**src/rtl/axi4_pkg.sv**
```systemverilog
`default_nettype none
//============================================================================
// Module : axi4_pkg
// Shared AXI4 burst/response encodings and responder state type.
// Rev    : 1.0
//============================================================================
package axi4_pkg;

    typedef enum logic [1:0] {
        FIXED  = 2'b00,
        INCR   = 2'b01,
        WRAP   = 2'b10
    } burst_t;

    typedef enum logic [1:0] {
        OKAY   = 2'b00,
        SLVERR = 2'b10
    } resp_t;

    typedef enum logic [2:0] {
        ST_IDLE  = 3'd0,
        ST_WAIT  = 3'd1,
        ST_READ  = 3'd2,
        ST_WDATA = 3'd3,
        ST_BRESP = 3'd4
    } rsp_state_t;

endpackage
`default_nettype wire

```
**src/rtl/axi4_if.sv**
```systemverilog
`default_nettype none
//============================================================================
// Module : axi4_if
// AXI4 AW/W/B/AR/R channel bundle with master and slave views.
// Rev    : 1.0
//============================================================================
interface axi4_if #(
    parameter int ADDR_WIDTH = 32,
    parameter int DATA_WIDTH = 32,
    parameter int ID_WIDTH   = 4
);
    logic [ID_WIDTH-1:0]     awid;
    logic [ADDR_WIDTH-1:0]   awaddr;
    logic [7:0]              awlen;
    logic [2:0]              awsize;
    logic [1:0]              awburst;
    logic                    awvalid;
    logic                    awready;
    logic [DATA_WIDTH-1:0]   wdata;
    logic [DATA_WIDTH/8-1:0] wstrb;
    logic                    wlast;
    logic                    wvalid;
    logic                    wready;
    logic [ID_WIDTH-1:0]     bid;
    logic [1:0]              bresp;
    logic                    bvalid;
    logic                    bready;
    logic [ID_WIDTH-1:0]     arid;
    logic [ADDR_WIDTH-1:0]   araddr;
    logic [7:0]              arlen;
    logic [2:0]              arsize;
    logic [1:0]              arburst;
    logic                    arvalid;
    logic                    arready;
    logic [ID_WIDTH-1:0]     rid;
    logic [DATA_WIDTH-1:0]   rdata;
    logic [1:0]              rresp;
    logic                    rlast;
    logic                    rvalid;
    logic                    rready;

    modport slave (
        input  awid, awaddr, awlen, awsize, awburst, awvalid,
        input  wdata, wstrb, wlast, wvalid, bready,
        input  arid, araddr, arlen, arsize, arburst, arvalid, rready,
        output awready, wready, bid, bresp, bvalid,
        output arready, rid, rdata, rresp, rlast, rvalid
    );

    modport master (
        output awid, awaddr, awlen, awsize, awburst, awvalid,
        output wdata, wstrb, wlast, wvalid, bready,
        output arid, araddr, arlen, arsize, arburst, arvalid, rready,
        input  awready, wready, bid, bresp, bvalid,
        input  arready, rid, rdata, rresp, rlast, rvalid
    );
endinterface
`default_nettype wire

```
**src/rtl/axi4_burst_addr_gen.sv**
```systemverilog
`default_nettype none
//============================================================================
// Module : axi4_burst_addr_gen
// Combinational next-beat address for FIXED/INCR/WRAP bursts.
// Rev    : 1.0
//============================================================================
module axi4_burst_addr_gen
    import axi4_pkg::*;
#(
    parameter int ADDR_WIDTH = 32
) (
    input  logic [ADDR_WIDTH-1:0] addr,
    input  logic [2:0]            size,
    input  logic [7:0]            len,
    input  logic [1:0]            burst,
    output logic [ADDR_WIDTH-1:0] next_addr
);
    logic [ADDR_WIDTH-1:0] w_stride;
    logic [ADDR_WIDTH-1:0] w_incr;
    logic [ADDR_WIDTH-1:0] w_mask;
    logic                  w_wrap_len_ok;

    always_comb begin
        w_stride      = ADDR_WIDTH'(1) << size;
        w_incr        = addr + w_stride;
        w_mask        = ((ADDR_WIDTH'(len) + ADDR_WIDTH'(1)) << size) - ADDR_WIDTH'(1);
        w_wrap_len_ok = (len == 8'd1) || (len == 8'd3) || (len == 8'd7) || (len == 8'd15);
        next_addr     = w_incr;
        if (burst == FIXED) begin
            next_addr = addr;
        end else if ((burst == WRAP) && w_wrap_len_ok) begin
            // Keep the block-aligned upper bits, let only the in-block offset roll over.
            next_addr = (addr & ~w_mask) | (w_incr & w_mask);
        end
    end
endmodule
`default_nettype wire

```
**src/rtl/ifu_axi_rd_responder.sv**
```systemverilog
`default_nettype none
//============================================================================
// Module : ifu_axi_rd_responder
// AXI4 read-burst slave in front of a 1-cycle instruction SRAM; writes get SLVERR.
// Rev    : 1.0
//============================================================================
module ifu_axi_rd_responder
    import axi4_pkg::*;
#(
    parameter int                    DATA_WIDTH = 32,
    parameter int                    ADDR_WIDTH = 32,
    parameter int                    ID_WIDTH   = 4,
    parameter logic [ADDR_WIDTH-1:0] BASE_ADDR  = 32'h3000_0000,
    parameter logic [ADDR_WIDTH-1:0] MEM_BYTES  = 32'h0001_0000,
    parameter int                    LATENCY    = 0
) (
    input  logic                                        clock,
    input  logic                                        reset,
    axi4_if.slave                                       axi,
    output logic                                        mem_en,
    output logic [ADDR_WIDTH-$clog2(DATA_WIDTH/8)-1:0]  mem_addr,
    input  logic [DATA_WIDTH-1:0]                       mem_rdata
);
    localparam int         c_word_lsb  = $clog2(DATA_WIDTH / 8);
    localparam logic [3:0] c_wait_init = (LATENCY > 0) ? 4'(LATENCY - 1) : 4'd0;

    rsp_state_t            r_state;
    rsp_state_t            w_state_nxt;
    logic [ID_WIDTH-1:0]   r_id;
    logic [ID_WIDTH-1:0]   r_bid;
    logic [ADDR_WIDTH-1:0] r_addr;
    logic [ADDR_WIDTH-1:0] w_addr_nxt;
    logic [ADDR_WIDTH-1:0] w_off;
    logic [7:0]            r_len;
    logic [7:0]            r_cnt;
    logic [2:0]            r_size;
    logic [1:0]            r_burst;
    logic                  r_all_issued;
    logic [3:0]            r_wait;
    logic                  r_rvalid;
    logic                  r_rlast;
    logic                  r_data_ok;
    resp_t                 r_rresp;
    logic                  w_issue;
    logic                  w_beat_ok;
    logic                  w_last_fire;
    logic                  w_unused;

    axi4_burst_addr_gen #(
        .ADDR_WIDTH (ADDR_WIDTH)
    ) u_addr_gen (
        .addr      (r_addr),
        .size      (r_size),
        .len       (r_len),
        .burst     (r_burst),
        .next_addr (w_addr_nxt)
    );

    assign w_off       = r_addr - BASE_ADDR;
    assign w_beat_ok   = (w_off < MEM_BYTES) && (r_size <= 3'(c_word_lsb));
    assign w_issue     = (r_state == ST_READ) && !r_all_issued && (!r_rvalid || axi.rready);
    assign w_last_fire = r_rvalid && axi.rready && r_rlast;

    assign mem_en   = w_issue && w_beat_ok;
    assign mem_addr = w_off[ADDR_WIDTH-1:c_word_lsb];

    assign axi.arready = (r_state == ST_IDLE) && !reset;
    assign axi.awready = (r_state == ST_IDLE) && !reset && !axi.arvalid;
    assign axi.wready  = (r_state == ST_WDATA);
    assign axi.bvalid  = (r_state == ST_BRESP);
    assign axi.bresp   = (r_state == ST_BRESP) ? SLVERR : OKAY;
    assign axi.bid     = r_bid;
    assign axi.rvalid  = r_rvalid;
    assign axi.rlast   = r_rlast;
    assign axi.rresp   = r_rresp;
    assign axi.rid     = r_id;
    // The SRAM holds its output until the next read, so a stalled beat stays stable.
    assign axi.rdata   = r_data_ok ? mem_rdata : '0;

    always_comb begin
        w_state_nxt = r_state;
        case (r_state)
            ST_IDLE: begin
                if (axi.arvalid) begin
                    w_state_nxt = (LATENCY > 0) ? ST_WAIT : ST_READ;
                end else if (axi.awvalid) begin
                    w_state_nxt = ST_WDATA;
                end
            end
            ST_WAIT:  if (r_wait == 4'd0) w_state_nxt = ST_READ;
            ST_READ:  if (w_last_fire) w_state_nxt = ST_IDLE;
            ST_WDATA: if (axi.wvalid && axi.wlast) w_state_nxt = ST_BRESP;
            ST_BRESP: if (axi.bready) w_state_nxt = ST_IDLE;
            default:  w_state_nxt = ST_IDLE;
        endcase
    end

    always_ff @(posedge clock or posedge reset) begin
        if (reset) begin
            r_state <= ST_IDLE;
        end else begin
            r_state <= w_state_nxt;
        end
    end

    always_ff @(posedge clock or posedge reset) begin
        if (reset) begin
            r_id         <= '0;
            r_bid        <= '0;
            r_addr       <= '0;
            r_len        <= '0;
            r_cnt        <= '0;
            r_size       <= '0;
            r_burst      <= '0;
            r_all_issued <= 1'b1;
            r_wait       <= '0;
            r_rvalid     <= 1'b0;
            r_rlast      <= 1'b0;
            r_data_ok    <= 1'b0;
            r_rresp      <= OKAY;
        end else begin
            if ((r_state == ST_IDLE) && axi.arvalid) begin
                r_id         <= axi.arid;
                r_addr       <= axi.araddr;
                r_len        <= axi.arlen;
                r_cnt        <= axi.arlen;
                r_size       <= axi.arsize;
                r_burst      <= axi.arburst;
                r_all_issued <= 1'b0;
                r_wait       <= c_wait_init;
            end
            if ((r_state == ST_IDLE) && !axi.arvalid && axi.awvalid) begin
                r_bid <= axi.awid;
            end
            if (r_state == ST_WAIT) begin
                r_wait <= r_wait - 4'd1;
            end
            if (w_issue) begin
                r_addr    <= w_addr_nxt;
                r_rlast   <= (r_cnt == 8'd0);
                r_rresp   <= w_beat_ok ? OKAY : SLVERR;
                r_data_ok <= w_beat_ok;
                if (r_cnt == 8'd0) begin
                    r_all_issued <= 1'b1;
                end else begin
                    r_cnt <= r_cnt - 8'd1;
                end
            end
            r_rvalid <= w_issue || (r_rvalid && !axi.rready);
        end
    end

    assign w_unused = ^{axi.awaddr, axi.awlen, axi.awsize, axi.awburst,
                        axi.wdata, axi.wstrb, w_off[c_word_lsb-1:0]};
endmodule
`default_nettype wire

```
**src/flat_wrapper.sv**
```systemverilog
// flat-port wrapper written by rule: the top's interface ports become plain ports
module ifu_axi_rd_responder_flat import axi4_pkg::*;
#(
    parameter int                    DATA_WIDTH = 32,
    parameter int                    ADDR_WIDTH = 32,
    parameter int                    ID_WIDTH   = 4,
    parameter logic [ADDR_WIDTH-1:0] BASE_ADDR  = 32'h3000_0000,
    parameter logic [ADDR_WIDTH-1:0] MEM_BYTES  = 32'h0001_0000,
    parameter int                    LATENCY    = 0
)
  (clock, reset, mem_en, mem_addr, mem_rdata, axi_awid, axi_awaddr, axi_awlen, axi_awsize, axi_awburst, axi_awvalid, axi_wdata, axi_wstrb, axi_wlast, axi_wvalid, axi_bready, axi_arid, axi_araddr, axi_arlen, axi_arsize, axi_arburst, axi_arvalid, axi_rready, axi_awready, axi_wready, axi_bid, axi_bresp, axi_bvalid, axi_arready, axi_rid, axi_rdata, axi_rresp, axi_rlast, axi_rvalid);
  axi4_if #(.ADDR_WIDTH(ADDR_WIDTH), .DATA_WIDTH(DATA_WIDTH), .ID_WIDTH(ID_WIDTH)) axi_i ();
  input  logic clock;
  input  logic reset;
  output logic mem_en;
  output logic [ADDR_WIDTH-$clog2(DATA_WIDTH/8)-1:0] mem_addr;
  input  logic [DATA_WIDTH-1:0] mem_rdata;
  input wire logic [$bits(axi_i.awid)-1:0] axi_awid;
  input wire logic [$bits(axi_i.awaddr)-1:0] axi_awaddr;
  input wire logic [$bits(axi_i.awlen)-1:0] axi_awlen;
  input wire logic [$bits(axi_i.awsize)-1:0] axi_awsize;
  input wire logic [$bits(axi_i.awburst)-1:0] axi_awburst;
  input wire logic [$bits(axi_i.awvalid)-1:0] axi_awvalid;
  input wire logic [$bits(axi_i.wdata)-1:0] axi_wdata;
  input wire logic [$bits(axi_i.wstrb)-1:0] axi_wstrb;
  input wire logic [$bits(axi_i.wlast)-1:0] axi_wlast;
  input wire logic [$bits(axi_i.wvalid)-1:0] axi_wvalid;
  input wire logic [$bits(axi_i.bready)-1:0] axi_bready;
  input wire logic [$bits(axi_i.arid)-1:0] axi_arid;
  input wire logic [$bits(axi_i.araddr)-1:0] axi_araddr;
  input wire logic [$bits(axi_i.arlen)-1:0] axi_arlen;
  input wire logic [$bits(axi_i.arsize)-1:0] axi_arsize;
  input wire logic [$bits(axi_i.arburst)-1:0] axi_arburst;
  input wire logic [$bits(axi_i.arvalid)-1:0] axi_arvalid;
  input wire logic [$bits(axi_i.rready)-1:0] axi_rready;
  output wire logic [$bits(axi_i.awready)-1:0] axi_awready;
  output wire logic [$bits(axi_i.wready)-1:0] axi_wready;
  output wire logic [$bits(axi_i.bid)-1:0] axi_bid;
  output wire logic [$bits(axi_i.bresp)-1:0] axi_bresp;
  output wire logic [$bits(axi_i.bvalid)-1:0] axi_bvalid;
  output wire logic [$bits(axi_i.arready)-1:0] axi_arready;
  output wire logic [$bits(axi_i.rid)-1:0] axi_rid;
  output wire logic [$bits(axi_i.rdata)-1:0] axi_rdata;
  output wire logic [$bits(axi_i.rresp)-1:0] axi_rresp;
  output wire logic [$bits(axi_i.rlast)-1:0] axi_rlast;
  output wire logic [$bits(axi_i.rvalid)-1:0] axi_rvalid;
  assign axi_i.awid = axi_awid;
  assign axi_i.awaddr = axi_awaddr;
  assign axi_i.awlen = axi_awlen;
  assign axi_i.awsize = axi_awsize;
  assign axi_i.awburst = axi_awburst;
  assign axi_i.awvalid = axi_awvalid;
  assign axi_i.wdata = axi_wdata;
  assign axi_i.wstrb = axi_wstrb;
  assign axi_i.wlast = axi_wlast;
  assign axi_i.wvalid = axi_wvalid;
  assign axi_i.bready = axi_bready;
  assign axi_i.arid = axi_arid;
  assign axi_i.araddr = axi_araddr;
  assign axi_i.arlen = axi_arlen;
  assign axi_i.arsize = axi_arsize;
  assign axi_i.arburst = axi_arburst;
  assign axi_i.arvalid = axi_arvalid;
  assign axi_i.rready = axi_rready;
  assign axi_awready = axi_i.awready;
  assign axi_wready = axi_i.wready;
  assign axi_bid = axi_i.bid;
  assign axi_bresp = axi_i.bresp;
  assign axi_bvalid = axi_i.bvalid;
  assign axi_arready = axi_i.arready;
  assign axi_rid = axi_i.rid;
  assign axi_rdata = axi_i.rdata;
  assign axi_rresp = axi_i.rresp;
  assign axi_rlast = axi_i.rlast;
  assign axi_rvalid = axi_i.rvalid;
  ifu_axi_rd_responder #(.DATA_WIDTH(DATA_WIDTH), .ADDR_WIDTH(ADDR_WIDTH), .ID_WIDTH(ID_WIDTH), .BASE_ADDR(BASE_ADDR), .MEM_BYTES(MEM_BYTES), .LATENCY(LATENCY)) u_core (.clock(clock), .reset(reset), .axi(axi_i), .mem_en(mem_en), .mem_addr(mem_addr), .mem_rdata(mem_rdata));
endmodule
```
**config.mk**
```make
export PLATFORM = sky130hd
export DESIGN_NAME = ifu_axi_rd_responder_flat
export DESIGN_NICKNAME = d
export VERILOG_FILES = /design/src/rtl/axi4_pkg.sv /design/src/rtl/axi4_if.sv /design/src/rtl/axi4_burst_addr_gen.sv /design/src/rtl/ifu_axi_rd_responder.sv /design/src/flat_wrapper.sv
export SDC_FILE = /design/constraint.sdc
export NUM_CORES = 1
export LEC_CHECK = 0
export ABC_CLOCK_PERIOD_IN_PS = 3500
export BUFFER_PORTS_ARGS = -buffer_cell sky130_fd_sc_hd__clkbuf_2
export CORE_ASPECT_RATIO = 1.25
export CORE_MARGIN = 2
export CORE_UTILIZATION = 45
export DETAILED_ROUTE_END_ITERATION = 12
export PLACE_DENSITY = 0.79
export REMOVE_ABC_BUFFERS = 1
export SLEW_MARGIN = 20
export SYNTH_ARGS = -nofsm -noshare
export SYNTH_HDL_FRONTEND = slang
export SYNTH_SLANG_ARGS = --single-unit
export TNS_END_PERCENT = 5
```
**constraint.sdc**
```tcl
create_clock -name clock -period 3.5 [get_ports clock]
set_clock_uncertainty 0.15 [all_clocks]
set_input_delay 0 -clock clock [delete_from_list [all_inputs] [get_ports clock]]
set_output_delay 0 -clock clock [all_outputs]
set_load 0.03 [all_outputs]
```
==> summary.md, run 1 <==
| Metric | Value |
|---|---|
| Worst-path cell chain | `buf_6 -> buf_4 -> nand3_1 -> xor2_1 -> a221oi_1 -> o31ai_2 -> nand4_4 -> buf_6 -> nor4_4 -> nand2_1 -> nor3_2 -> ha_1 -> nand2_2 -> nand2_4 -> nor4_4 -> a21oi_1 -> o21ai_1` |
| Synth top area cells | `dfrtp_1 30%, nand2_1 6.6%, nor2_1 4.4%` |
| Cell variety after synth | `83` |
| Die W | `108 um` |
| Worst-Skew Late Latency | `around 0.35 ns` |
| Synthesized area | `between 6000 and 7000 um^2` |
| DR vias/cell | `5.79` |
| Tot Pwr | `8.43 mW` |
| Nets | `approximately 1200` |
| Worst Min Path Start | `axi_awvalid` |
| P per Cell Area | `~980 nW/um^2` |
| Final GP Congestion | `slightly above 0.9` |
| Beginning of the critical path | `u_core.r_len[0]` |
| Initial core utilization | `0.461` |
| Worst EP arrival | `~3.7 ns` |
| Clock Path Buffers | `2` |
| Seq/Total Area, Yosys | `0.300` |
| Total detailed-routing wirelength | `between 20 and 25 mm` |
| Post-synthesis adder-cell area fraction | `0.0402` |
| First-pass detailed-route iteration total | `5` |
| Total GRT Usage | `0.269` |
| Via count | `about 7000` |
| Syn Inst Count | `slightly below 800` |
| Largest net degree at the start of global routing | `between 50 and 60` |
| Remaining DRCs | `0` |
| Fill cells | `about 1100` |
| Dpl hpwl | `about 14 mm` |
| Ports | `about 260` |
| Clk sinks | `73` |
| Post-synthesis simple-gate area fraction | `0.287` |
| Diodes inserted | `0` |
| R2R Path Start | `u_core.r_len[0]` |
| TritonCTS clock tree | `done` |
| Worst setup margin | `-0.119 ns` |
| Largest family of logic cells by synthesized area | `simple AND/OR/NAND/NOR gates` |
| Num CTS Buffers | `9` |
| Hold WS | `about 0.075 ns` |
| XOR/XNOR Fraction of Synth Area | `0.0301` |
| Final Hold Fails | `0` |
| Tcrit/Tclk final | `1.03` |
| Grt total ovfl | `0` |
| RSZ-0062 raised after global routing | `yes` |
| Initial antenna violation count | `0` |
| Buf/Inv on CP | `3` |
| Clock transition at the registers of the reported paths | `around 0.060 ns` |
| Drt wl/cell | `between 15 and 20 um` |
| Pins Over Slew Limit | `0` |
| Slew HR | `0.356` |
| Synth warnings | `0` |
| Buffers on Ports | `about 170` |
| Main synth FF type | `dfrtp_1` |
| Worst hold path class | `input port to flip-flop` |
| Status | `finished, violations left` |
| Fmax achieved | `276 MHz` |
| DR iter-0 viols | `591` |
| Mux contribution to synthesized area | `0.0146` |
| Vias in the first global route | `6558` |
| Core ar. | `about 13000 um^2` |
| Synth async-reset ratio | `1.00` |
| Critical path launch point type | `flip-flop` |
| Max_cap viols | `0` |
| CP peak stage delay | `between 0.4 and 0.5 ns` |
| CP endpoint kind | `flip-flop` |
| First-pass GRT wire length | `roughly 31 mm` |
| Worst-margin pin slew | `0.942 ns` |
| Site Rows | `47` |
| Final TNS setup | `-0.132 ns` |
| Failing checks | `negative setup slack` |
| Share of the synthesized area in the top cell type | `0.295` |
| Final setup fails | `2` |
| Max VDD drop | `0.000608 V` |
| Synth Register Bits | `73` |
| Max FO, Critical Path | `6` |
| Tmin final | `around 3.6 ns` |
| H-tree depth | `3` |
| DRT antenna net count | `0` |
| Static Leak | `roughly 4.1 nW` |
| Compound-Gate Fraction of Synth Area | `0.239` |
| Critical Path Slowest Stage Cell | `dfrtp_1` |
| Family with the most delay on the worst path | `simple AND/OR/NAND/NOR gates` |
| CTS root buffer | `clkbuf_16` |
| Post-synth EDFFs | `0` |
| Share of cells above drive strength 1 | `0.333` |
| WS Path Type | `flip-flop to flip-flop` |
| Die area | `14500 um^2` |
| Yosys top cell by area | `dfrtp_1` |
| Syn_area_per_cell | `about 8 um^2` |
| CP required | `3.62 ns` |
| DIE HEIGHT | `about 130 um` |
| Syn-to-layout area delta | `41.3%` |
==> logic make-up after synthesis <==
kind of cell    after synthesis
fa+ha+maj                    19
other cells                   1
flops                        73
buf+inv                     105
simple gates                340
compound gates              218
xor+xnor                     21
mux                           8
==> repair_timing <==
item,CTS,global route
hold buffers,59,0
hold endpoints to repair,97,0
pin swaps,1,23
setup endpoints to repair,2,19
setup buffers,0,20
gates resized for setup,5,50
==> per-stage QoR <==
stage                     std cells  cell area, um^2  utilization  setup WS [ns]
after global routing           1226             8620        0.652         -0.270
final                          1226             8620        0.652         -0.119
after CTS                      1206             8270        0.625         0.0101
after detailed placement       1131             7370        0.557         0.0247
after global placement         1131             7370        0.557         0.0682
after floorplan                 709             5670            -         -0.793
==> worst min-delay path, cell delays in order <==
cell and delay (ns):
clkbuf_2 0.08, o31a_1 0.10, o21ai_0 0.12, nor2_1 0.11, a21oi_1 0.04, nor2_1 0.07
==> final cells by class <==
type                    instances  area, um^2  area share
clock buffers                  13         270      0.0313
clock inverters                 3        23.8     0.00276
inverters                      28         108      0.0125
multi-input cells             608        3920       0.455
flip-flops and latches         73        1840       0.213
well taps                     171         214      0.0248
repair buffers                330        2250       0.261
==> path summary, 6_finish.rpt <==
check | to | slack, ns | cells after the start
max | flip-flop | -0.12 | 17
min | u_core.r_state[1] | 0.08 | 6
max reg2reg | flip-flop | -0.12 | 17
min reg2reg | flip-flop | 0.35 | 1
max in group asynchronous | asynchronous set/reset pin | 2.18 | 4
min in group asynchronous | asynchronous set/reset pin | 0.22 | 3
==> layer usage <==
layer,share of wire,wire (um),vias up,track usage
met2,0.50,10300,400,0.481
met1,0.37,7670,3319,0.315
li1,-,-,3311,-
met4,0.037,768,0,0.105
met3,0.088,1800,71,0.0525
met5,0,0,-,0
==> power breakdown <==
part | internal [mW] | switching (mW) | total [mW]
logic | 2.45 | 3.28 | 5.73
registers | 1.23 | 0.544 | 1.78
clock network | 0.540 | 0.386 | 0.926
total | 4.22 | 4.21 | 8.43
==> synth_stat cells (all sizes together) (8+ instances only) <==
| library cell | count |
|---|---|
| and3 | 10 |
| clkbuf | 28 |
| nor4 | 9 |
| o21ai | 54 |
| a21o | 12 |
| nand3 | 22 |
| a31oi | 8 |
| a22o | 9 |
| dfrtp | 72 |
| and2 | 36 |
| xor2 | 10 |
| a22oi | 12 |
| inv | 28 |
| o21a | 10 |
| nor2 | 71 |
| o22ai | 8 |
| nand2b | 9 |
| nor3 | 24 |
| xnor2 | 11 |
| nand2 | 107 |
| buf | 49 |
| ha | 18 |
| nand4 | 12 |
| a21oi | 52 |
==> cell usage in the layout (no fill, tap or decap), types with 5 or more instances in the layout <==
master	Yosys	final
clkbuf_2	0	171
nand2_1	107	105
buf_4	33	91
nor2_1	71	70
dfrtp_1	72	66
dlygate4sd3_1	0	59
a21oi_1	51	50
o21ai_0	49	45
and2_1	36	35
inv_1	27	26
nand3_1	21	21
nor3_1	24	20
ha_1	18	16
a21o_1	12	12
nand4_1	11	11
a22oi_1	12	11
o21a_1	10	10
xnor2_1	11	10
xor2_1	10	10
and3_1	9	9
a22o_1	9	9
clkbuf_16	0	9
o21ai_1	4	8
a31oi_1	8	8
o22ai_1	8	8
nand2b_1	8	7
nor4_1	7	6
mux2_2	6	6
dfrtp_2	0	6
o31a_1	5	5
or4_1	5	5
o211ai_1	5	5
buf_6	1	5
Note: power is estimated with default switching activity, not from simulation.
==> run 2, diff against run 1 <==
--- a/config.mk
+++ b/config.mk
@@ -12,7 +12,6 @@
 export CORE_UTILIZATION = 45
 export DETAILED_ROUTE_END_ITERATION = 12
 export PLACE_DENSITY = 0.79
-export REMOVE_ABC_BUFFERS = 1
 export SLEW_MARGIN = 20
 export SYNTH_ARGS = -nofsm -noshare
 export SYNTH_HDL_FRONTEND = slang
==> run 2 against run 1 <==
Final cell count is 0.33% lower. Routed wire length is 1.3% lower. Register-to-register slack better by 0.20 ns. Setup slack better by 0.20 ns. Sequential cell count stayed put. Non-clock buffer count is 4 lower. Die area stayed put. The run now ends clean. Via count is 1.6% lower. Largest cell class unchanged. Core utilization is 0.15 points higher. Critical path depth is 2 lower. Combinational power is 1% lower.
==> summary.md, run 2 (synthesized netlist as in run 1, its figures left out) <==
| Metric | Value |
|---|---|
| Tmin final | `3.42 ns (-0.195 ns)` |
| First-pass GRT wire length | `31.4 mm (+0.13%)` |
| Most common cell after layout, fill and taps aside | `clkbuf_2` |
| Die W | `108 um (unchanged)` |
| Worst-Skew Late Latency | `0.35 ns (about the same)` |
| Buffers on Ports | `171 (unchanged)` |
| Syn-to-layout area delta | `41.6%` |
| Site Rows | `47 (unchanged)` |
| Pins Over Slew Limit | `0 (unchanged)` |
| Clock transition at the registers of the reported paths | `0.06 ns (about the same)` |
| Num CTS Buffers | `9 (unchanged)` |
| Total detailed-routing wirelength | `20.3 mm (-1.3%)` |
| Reg-to-reg slack, setup | `0.08 ns (+0.20 ns)` |
| Final Hold Fails | `0 (unchanged)` |
| R2R Path Start | `u_core.r_size[0]` |
| Worst hold path class | `input port to flip-flop` |
| Vias in the first global route | `6721 (+2.5%)` |
| TritonCTS clock tree | `done` |
| CP endpoint kind | `flip-flop` |
| Met2 GRT Util | `0.502 (+0.0217)` |
| Final GP Congestion | `0.914 (-2.0%)` |
| Tot Pwr | `8.47 mW (+0.54%)` |
| Initial antenna violation count | `0 (unchanged)` |
| Top Usage Layer GRT | `met2` |
| Ports | `255 (unchanged)` |
| CP required | `3.63 ns (about the same)` |
| Clock Path Buffers | `2 (unchanged)` |
| P per Cell Area | `981 nW/um^2 (+0.30%)` |
| Remaining DRCs | `0 (unchanged)` |
| Pre-CTS setup slack | `0.0254 ns (+0.000711 ns)` |
| Total GRT Usage | `0.272 (+0.00212)` |
| Grt met3 use | `0.0369 (-0.0155)` |
| Nets | `1239 (-0.32%)` |
| Most frequent cells in the layout | `171 x clkbuf_2, 105 x nand2_1, 90 x buf_4` |
| Worst setup margin | `0.0759 ns (+0.195 ns)` |
| Initial core utilization | `0.461 (unchanged)` |
| DRT antenna net count | `0 (unchanged)` |
| Met1 usage | `0.313 (-0.00147)` |
| Fill cells | `1079 (+1.2%)` |
| Final setup fails | `0 (-2)` |
| Max VDD drop | `0.000486 V (-20%)` |
| Clk sinks | `73 (unchanged)` |
| Area of the multi-input gates | `3960 um^2 (+0.99%)` |
| Worst EP arrival | `3.55 ns (-0.19 ns)` |
| Die area | `14500 um^2 (unchanged)` |
| Layout Cells excl Fill | `1222 (-0.33%)` |
| CTS root buffer | `clkbuf_16` |
| Final TNS setup | `0 ns (+0.132 ns)` |
| Max_cap viols | `0 (unchanged)` |
| Slew HR | `0.413 (+0.0576)` |
| Largest net degree at the start of global routing | `48 (-13%)` |
| Reg2Reg Depth | `15 (-2)` |
| Via count | `6990 (-1.6%)` |
| Critical path launch point type | `flip-flop` |
| Fmax achieved | `292 MHz (+5.7%)` |
| Static Leak | `4.06 nW (+0.14%)` |
| DIE HEIGHT | `134 um (unchanged)` |
| Grt total ovfl | `0 (unchanged)` |
| Diodes inserted | `0 (unchanged)` |
| Beginning of the critical path | `u_core.r_size[0]` |
| Hold WS | `0.0871 ns (+0.0121 ns)` |
| DR iter-0 viols | `493 (-17%)` |
| First-pass detailed-route iteration total | `5 (unchanged)` |
| Dpl hpwl | `14.1 mm (+2.3%)` |
| Status | `finished, final reports clean` |
| Placed Cells | `1133 (+0.18%)` |
| Core ar. | `13200 um^2 (unchanged)` |
| Worst-margin pin slew | `0.879 ns (-0.0630 ns)` |
| H-tree depth | `3 (unchanged)` |
| Storage cell area | `1830 um^2 (about the same)` |
| DR vias/cell | `5.72 (-1.2%)` |
| Drt wl/cell | `16.6 um (-0.98%)` |
| Tcrit/Tclk final | `0.978 (-0.0557)` |
| WS Path Type | `flip-flop to flip-flop` |
| Share of cells above drive strength 1 | `0.342 (+0.00888)` |
| Max FO, Critical Path | `18 (+12)` |
## run 2: worst min-delay path by stage
stage | depth (start not counted) | from | endpoint | slack [ns]
detailed placement | 3 | axi_arburst[0] | u_core.r_burst[0] | 0.05
global route | 6 | axi_awvalid | u_core.r_state[1] | 0.18
floorplan | 2 | axi_arid[0] | u_core.axi.rid[0] | -0.04
global placement | 3 | axi_arid[3] | u_core.axi.rid[3] | 0.04
finish | 6 | axi_awvalid | u_core.r_state[1] | 0.09
CTS | 6 | axi_awvalid | u_core.r_state[1] | 0.1
## run 2: through the flow
step	instance area [um^2]	util
6_report	8640	0.653
4_1_cts	8290	0.627
2_1_floorplan	6110	-
5_1_grt	8640	0.653
3_5_place_dp	7380	0.558
3_3_place_gp	7380	0.558
## run 2: cell type report
| cell class | instances | area share |
|---|---|---|
| Timing Repair Buffer | 326 | 0.255 |
| Tap cell | 171 | 0.0248 |
| Inverter | 28 | 0.0126 |
| Clock inverter | 6 | 0.0104 |
| Sequential cell | 73 | 0.212 |
| Multi-Input combinational cell | 608 | 0.458 |
| Clock buffer | 10 | 0.0265 |
## run 2: power by group
group | internal [mW] | switching, mW
Sequential | 1.23 | 0.541
Clock | 0.628 | 0.410
Combinational | 2.43 | 3.24
## run 2: per-layer routing
metal | wire, um | part of all wire
met1 | 7810 | 0.38
met2 | 10300 | 0.51
met3 | 1410 | 0.069
met4 | 739 | 0.036
met5 | 0 | 0
## run 2: worst max-delay path, stage by stage (launching register included)
cell and delay (ns):
dfrtp_1 0.41, buf_12 0.17, buf_4 0.19, or4_1 0.50, o211ai_1 0.32, o21ai_1 0.15, nand2_1 0.12, and3b_2 0.25
nand2_1 0.09, nor3_2 0.05, ha_1 0.31, nand2_2 0.09, nand2_2 0.08, nor4_4 0.29, a21oi_2 0.05, o21ai_1 0.13
## run 2: repair_timing
| action | 4_1_cts | 5_1_grt |
|---|---|---|
| hold endpoints to repair | 109 | 0 |
| setup buffers | 0 | 14 |
| hold buffers | 59 | 0 |
| setup endpoints to repair | 0 | 22 |
| gates resized for setup | 0 | 62 |
